## src/rtl/arm_imem_loader.sv

```systemverilog
// rtl/arm_imem_loader.sv - encodes decoded ARM instruction fields into words and writes them sequentially into imem
// Optional: ENC_ABS_BRANCH_EN converts an absolute branch target into a PC+8-relative imm24.
module arm_imem_loader #(
    parameter int ADDR_W = 6
) (
    input  logic              clk,
    input  logic              reset,
    input  logic              clear,
    input  logic              in_valid,
    output logic              in_ready,
    input  logic [3:0]        in_cond,
    input  logic [1:0]        in_op,
    input  logic [3:0]        in_cmd,
    input  logic              in_s,
    input  logic              in_imm,
    input  logic [3:0]        in_rn,
    input  logic [3:0]        in_rd,
    input  logic [11:0]       in_src2,
    input  logic [23:0]       in_target,
    output logic              imem_we,
    output logic [ADDR_W-1:0] imem_addr,
    output logic [31:0]       imem_wdata,
    output logic [ADDR_W:0]   count,
    output logic              full,
    output logic              err
);

    localparam int DEPTH = 2 ** ADDR_W;

    typedef enum logic [1:0] {
        IDLE  = 2'd0,
        WRITE = 2'd1,
        FULL  = 2'd2
    } state_t;

    state_t            state, state_nx;
    logic [ADDR_W:0]   count_q;
    logic              we_q;
    logic [ADDR_W-1:0] addr_q;
    logic [31:0]       wdata_q;
    logic              err_q;

    logic              dp_legal;
    logic              legal;
    logic              accept;
    logic              is_cmp;
    logic [23:0]       imm24;
    logic [31:0]       word;

    always_comb begin
        dp_legal = 1'b0;
        case (in_cmd)
            4'b0100, 4'b0010, 4'b0000, 4'b1100, 4'b1010, 4'b0001: dp_legal = 1'b1;
            default: dp_legal = 1'b0;
        endcase
    end

    assign legal  = (in_op == 2'b00) ? dp_legal : (in_op != 2'b11);
    assign accept = (state == IDLE) && in_valid && !clear;
    assign is_cmp = (in_cmd == 4'b1010);

`ifdef ENC_ABS_BRANCH_EN
    // Branch offset is relative to PC+8, i.e. two words past this slot.
    assign imm24 = in_target - (24'(count_q[ADDR_W-1:0]) + 24'd2);
`else
    assign imm24 = in_target;
`endif

    always_comb begin
        word = 32'h0;
        case (in_op)
            2'b00: word = {in_cond, 2'b00, in_imm, in_cmd, (in_s | is_cmp), in_rn,
                           (is_cmp ? 4'b0000 : in_rd), in_src2};
            // Pre-indexed, add offset, word access, no writeback; I bit is inverted for memory ops.
            2'b01: word = {in_cond, 2'b01, ~in_imm, 1'b1, 1'b1, 1'b0, 1'b0, in_cmd[0],
                           in_rn, in_rd, in_src2};
            2'b10: word = {in_cond, 4'b1010, imm24};
            default: word = 32'h0;
        endcase
    end

    always_comb begin
        state_nx = state;
        case (state)
            IDLE:  if (accept && legal) state_nx = WRITE;
            WRITE: begin
                if (clear)
                    state_nx = IDLE;
                else if (count_q + 1'b1 == (ADDR_W + 1)'(DEPTH))
                    state_nx = FULL;
                else
                    state_nx = IDLE;
            end
            FULL:  if (clear) state_nx = IDLE;
            default: state_nx = IDLE;
        endcase
    end

    always_ff @(posedge clk) begin
        if (reset) begin
            state   <= IDLE;
            we_q    <= 1'b0;
            addr_q  <= '0;
            wdata_q <= 32'h0;
            count_q <= '0;
            err_q   <= 1'b0;
        end else begin
            state <= state_nx;
            we_q  <= accept && legal;
            if (accept && legal) begin
                addr_q  <= count_q[ADDR_W-1:0];
                wdata_q <= word;
            end
            if (clear)
                count_q <= '0;
            else if (state == WRITE)
                count_q <= count_q + 1'b1;
            if (clear)
                err_q <= 1'b0;
            else if (accept && !legal)
                err_q <= 1'b1;
        end
    end

    assign in_ready   = (state == IDLE);
    assign imem_we    = we_q;
    assign imem_addr  = addr_q;
    assign imem_wdata = wdata_q;
    assign count      = count_q;
    assign full       = (state == FULL);
    assign err        = err_q;

endmodule

```

## config.mk

```make
export PLATFORM = sky130hd
export DESIGN_NAME = arm_imem_loader
export DESIGN_NICKNAME = d
export VERILOG_FILES = /design/src/rtl/arm_imem_loader.sv
export SDC_FILE = /design/constraint.sdc
export NUM_CORES = 1
export LEC_CHECK = 0
export ABC_AREA = 1
export CORE_MARGIN = 2
export CORE_UTILIZATION = 40
export DETAILED_ROUTE_END_ITERATION = 12
export GPL_TIMING_DRIVEN = 0
export PLACE_DENSITY = 0.77
export SKIP_LAST_GASP = 1
export SLEW_MARGIN = 20
export SYNTH_ARGS = -nofsm -noshare
export SYNTH_HDL_FRONTEND = slang
export SYNTH_SLANG_ARGS = --single-unit
```

## constraint.sdc

```tcl
create_clock -name clk -period 3.68 [get_ports clk]
set_input_delay 1.104 -clock clk [delete_from_list [all_inputs] [get_ports clk]]
set_output_delay 1.104 -clock clk [all_outputs]
set_load 0.02 [all_outputs]
```

==> impl_metrics.toml, run 1 <==
[run_status]
status = "finished clean"

[layout]
fillers = 582
nets = 559
layout-drive-gt1-share_pct = 4.81
syn2layout_area_growth_pct = 51.4
diodes = 0
design_area_sq_um = 3730
fin_util_pct = 62.7

[setup_path]
reg2reg_depth = 5
ff2ff_setup_slack_ps = 2250
cpMostUsedCell = "inv_1"
critical_path_depth = 4
arrival_ps = 1460
crit_buf_inv = 3
max_stage_delay_ps = 590
endpoint_kind = "output port"
critical_path.startpoint_type = "flop"
worstPathRequired_ps = 2580
worstPathCellList = "inv_1 -> nand2_1 -> inv_1 -> clkdlybuf4s50_1"
cp_slowest_cell = "clkdlybuf4s50_1"
crit_family = "buffers and inverters"
critPathKind = "reg -> out"
worstPathMaxFanout = 2

[floorplanning]
die_w_um = 82.5
die_h_um = 82.5
fp.coreArea_sq_um = 5960
rows = 28
dieArea_sq_um = 6810
start_util_pct = 41.4
io_pins = 109

[placed_design]
dp_hpwl_um = 5410
dpl_cell_area_sq_um = 3640
port_buffers = 108
place_congestion = 0.849

[timing]
setup_tns_ps = 0
maxSlewViolCount = 0
slew_headroom_pct = 67.3
finalCriticalPeriod_ps = 2560
fmax_mhz = 390
post-route-period-util_pct = 69.6
finalSetupViolations = 0
worstMarginPinSlew_ps = 490
finalHoldViolations = 0
rsz0062_at_grt = "false"
fin_worst_skew_ps = 12.0
timing.hold.ws_ps = 504

[cts]
cts_tree = "done"
ctsHoldBuffers = 0
clkTransAtPathRegs_ps = 90
cts_made_buffers = 5
postCtsSetupRepairBufs = 0
cts.path.max_buffers = 2
h-tree-depth = 2
cts-root-buf = "clkbuf_8"
cts_resized = 0
cts_sinks = 49
worstSkewPairLatency_ps = 310

[yosys]
yosys-top-cells-count = "nand2_1, nor2_1, inv_1, dfxtp_1, nand3_1"
ys_seq_elements = 49
synth_flop_cell = "dfxtp_1"
syn_nets = 444
yosysWarnings = 0
seq_area_frac_synth_pct = 39.8
synth_edf_count = 0
synth_area_sq_um = 2470
synth_cell_types = 22
syn_inst = 383
synth_top_cell_by_area = "dfxtp_1"
yosysMostFrequentCell = "nand2_1"
synth-async-reset-ratio_pct = 0
synthTopCellsByArea = "dfxtp_1, nand2_1, nor2_1"
syn_area_per_cell_sq_um = 6.44
yosysTopAreaCellShare_pct = 39.8

[detailed_routing]
finalWirelength_um = 6990
drt_first_iter_violations = 112
drt.antenna.violating_nets = 0
dr_total_vias = 2682
wl_per_cell_um = 12.2
drc = 0
firstDrtPassIters = 4
routed_via_density = 4.67

[flow_run]
maxCapViolCount = 0

[global_route]
grt_usage_pct = 20.9
grt_pass1_wl_um = 10900
grt_pass1_vias = 2469
overflow = 0
antenna_found_initial = 0
grt_max_degree = 18

[power]
ir_drop_uv = 200
powerDensity_nw_per_um2 = 324
p_leak_nw = 1.81

[hold_path]
min_path_type = "reg -> reg"
whs_path_depth = 2
power by group:
part,internal (mW),total [mW],leakage (nW),switching (mW)
Clock,0.139,0.334,0.0452,0.195
Combinational,0.154,0.302,1.37,0.148
Sequential,0.559,0.575,0.400,0.0156
Total,0.852,1.21,1.81,0.358
stage by stage:
step	std cells	worst slack (ps)	power (mW)
after CTS	574	1100	1.22
final	574	1120	1.21
after global placement	566	943	0.884
after global routing	574	1040	1.28
after detailed placement	566	915	0.890
after floorplan	383	1670	0.737
cell usage in the layout (no fill, tap or decap):
cell type,netlist,routed
nor2_1,84,84
nor3_1,1,1
ha_1,1,1
nand4_1,3,3
clkbuf_1,6,6
clkinv_1,1,1
inv_2,2,2
buf_2,3,3
clkinvlp_4,0,1
inv_1,59,59
nand3_4,1,1
clkbuf_8,0,5
a22o_1,18,18
nand3_1,21,21
a21oi_1,6,6
nand2_1,103,103
o211ai_1,1,1
clkdlybuf4s50_1,0,108
inv_6,0,2
nor2_2,1,1
buf_4,7,7
o21ai_0,12,12
nor3_4,1,1
xor2_1,2,2
nand2_2,1,1
dfxtp_1,49,49
final cells by class:
cell class                 instances  area [sq um]  share of cell area, %
multi-input combinational        256          1160                   31.1
timing repair buffer             108          1080                   28.9
sequential                        49           981                   26.3
inverter                          62           233                   6.23
tap                               75          93.8                   2.51
buffer                            16          90.1                   2.41
clock buffer                       5          68.8                   1.84
clock inverter                     3          25.0                  0.670
worst min-delay path: stages, from the launching register on:
cell and delay (ps):
dfxtp_1 340, nand3_1 70, o21ai_0 70
per-layer routing:
| metal | wire length, um | track usage [%] | up-vias |
|---|---|---|---|
| met1 | 2950 | 24.2 | 1185 |
| met2 | 3340 | 37.9 | 96 |
| li1 | - | - | 1395 |
| met3 | 640 | 5.65 | 6 |
| met5 | 0 | 0 | - |
| met4 | 59 | 5.57 | 0 |
cells by family (layout without fill, tap and decap cells):
kind of cell    Yosys count  in the layout  share of synthesized area [%]
simple gates            216            216                           35.6
buf+inv                  78            194                           13.1
flops                    49             49                           39.8
compound gates           37             37                           10.4
xor+xnor                  2              2                          0.710
fa+ha+maj                 1              1                          0.507
state kept, by name, indices dropped and copies added (netlist names):
name / flops
err: 1
state: 2
imem_wdata: 32
imem_addr: 6
imem_we: 1
count: 7
worst paths after layout:
check,endpoint,startpoint
setup / recovery,in_ready,state[0]
hold / removal,imem_wdata[24],imem_wdata[24]
setup reg to reg,count[2],state[0]
hold reg to reg,imem_wdata[24],imem_wdata[24]
No activity file was read; power rests on OpenSTA's default activity.
==> run 2, diff against run 1 <==
==> constraint.sdc (replaced) <==
create_clock -name clk -period 2.53 [get_ports clk]
set_input_delay 0.759 -clock clk [delete_from_list [all_inputs] [get_ports clk]]
set_output_delay 0.759 -clock clk [all_outputs]
set_load 0.02 [all_outputs]
==> results of run 2 <==
Same layout as run 1 (identical final DEF). Status: finished clean.
Main changes from that run: setup slack after placement 915 ps -> 110 ps; setup slack after layout 1120 ps -> 314 ps; register-to-register setup slack 2250 ps -> 1100 ps; total power 1.21 mW -> 1.76 mW; worst IR drop on VDD 200 uV -> 291 uV
==> run 3, diff against run 2 <==
--- a/config.mk
+++ b/config.mk
@@ -11,8 +11,10 @@
 export DETAILED_ROUTE_END_ITERATION = 12
 export GPL_TIMING_DRIVEN = 0
 export PLACE_DENSITY = 0.77
+export RECOVER_POWER = 100
 export SKIP_LAST_GASP = 1
 export SLEW_MARGIN = 20
 export SYNTH_ARGS = -nofsm -noshare
 export SYNTH_HDL_FRONTEND = slang
 export SYNTH_SLANG_ARGS = --single-unit
+export TNS_END_PERCENT = 5
==> impl_metrics.toml, run 3 (synthesis gave the netlist of run 1 again) <==
[layout]
diodes = 0
register_area_sq_um = 981
largest_register_ffs = 32
multi_input_area_sq_um = 1160
layout-drive-gt1-share_pct = 4.41
syn2layout_area_growth_pct = 51.3
nets = 559
final_cell_mix = "nand2_1, nor2_1, inv_1"
fillers = 583
final_common_cell = "nand2_1"

[setup_path]
reg2reg_from = "state[0]"
worstPathRequired_ps = 1770
critPathKind = "reg -> out"
critical_path.startpoint_type = "flop"
timing.rr.end = "count[2]"
reg2reg_depth = 5
ff2ff_setup_slack_ps = 1090
arrival_ps = 1520
endpoint_kind = "output port"
worstPathMaxFanout = 2

[global_route]
antenna_found_initial = 0
overflow = 0
grt_pass1_vias = 2469
grt_max_degree = 18
grt_usage_pct = 20.9
grt_pass1_wl_um = 10900

[timing]
finalSetupViolations = 0
maxSlewViolCount = 0
finalHoldViolations = 0
post-route-period-util_pct = 90.2
worstMarginPinSlew_ps = 493
rsz0062_at_grt = "false"
fmax_mhz = 438
setup_slack_ps = 248
fin_worst_skew_ps = 12.7
setup_tns_ps = 0
slew_headroom_pct = 67.1
finalCriticalPeriod_ps = 2280

[run_status]
status = "finished clean"

[detailed_routing]
dr_total_vias = 2681
firstDrtPassIters = 4
drc = 0
drt_first_iter_violations = 102
drt.antenna.violating_nets = 0
routed_via_density = 4.67
wl_per_cell_um = 12.1
finalWirelength_um = 6960

[flow_run]
maxCapViolCount = 0

[cts]
cts_resized = 0
postCtsSetupRepairBufs = 0
h-tree-depth = 2
cts.path.max_buffers = 2
cts_sinks = 49
clkTransAtPathRegs_ps = 90
worstSkewPairLatency_ps = 310
cts-root-buf = "clkbuf_8"
cts_made_buffers = 5
ctsHoldBuffers = 0
cts_tree = "done"

[power]
design_power_total_mw = 1.74
powerDensity_nw_per_um2 = 467
ir_drop_uv = 290
p_leak_nw = 1.95

[floorplanning]
die_w_um = 82.5
start_util_pct = 41.4
die_h_um = 82.5
io_pins = 109
fp.coreArea_sq_um = 5960
dieArea_sq_um = 6810
rows = 28

[placed_design]
port_buffers = 108
dp_slack_ps = 110
dp_hpwl_um = 5410
place_congestion = 0.849

[hold_path]
whs_endpoint = "imem_wdata[24]"
whs_path_depth = 2
min_path_type = "reg -> reg"
min_from = "imem_wdata[24]"
==> run 3: cell types whose count changed in the layout (fill, tap and decap cells not counted), sizes merged <==
cell / change
dlygate4sd3: +50
clkdlybuf4s50: -50
==> run 3: final cells by class <==
| class | count | share of cell area (%) |
|---|---|---|
| Sequential cell | 49 | 26.3 |
| Clock buffer | 5 | 1.84 |
| Timing Repair Buffer | 108 | 29.0 |
| Multi-Input combinational cell | 256 | 31.1 |
| Clock inverter | 3 | 0.670 |
| Tap cell | 75 | 2.51 |
| Buffer | 16 | 2.41 |
| Inverter | 62 | 6.24 |
==> run 3: how the worst max path moves through the flow <==
stage              from            end  slack [ps]  depth (start not counted)
5_1_grt        state[0]       in_ready         160                          4
3_5_place_dp      reset  imem_wdata[3]         110                          6
6_report       state[0]       in_ready         250                          4
3_3_place_gp      reset   imem_addr[2]         140                          6
4_1_cts        state[0]       in_ready         290                          4
2_1_floorplan  in_op[1]  imem_wdata[0]         870                          9
==> run 3: power breakdown <==
group / switching, mW / total [mW] / internal (mW)
Combinational: 0.215 / 0.423 / 0.208
Clock: 0.284 / 0.486 / 0.202
Sequential: 0.0208 / 0.834 / 0.813
==> run 3: through the flow <==
| stage | area (sq um) | util [%] | std cells | hold WS (ps) |
|---|---|---|---|---|
| finish | 3730 | 62.7 | 574 | 504 |
| global placement | 3640 | 61.1 | 566 | 471 |
| CTS | 3730 | 62.7 | 574 | 504 |
| floorplan | 2470 | - | 383 | 553 |
| detailed placement | 3640 | 61.1 | 566 | 482 |
| global route | 3730 | 62.7 | 574 | 526 |
==> run 3: layer usage <==
layer	GRT usage [%]	vias up	routed length [um]
met5	0	-	0
met4	5.57	0	58
met3	5.65	7	638
met2	37.9	94	3300
met1	24.2	1183	2950
li1	-	1397	-
==> run 3: worst max-delay path, cell delays in order (launching register included) <==
cell and delay, ps:
dfxtp_1 320, inv_1 60, nand2_1 110, inv_1 70, dlygate4sd3_1 660
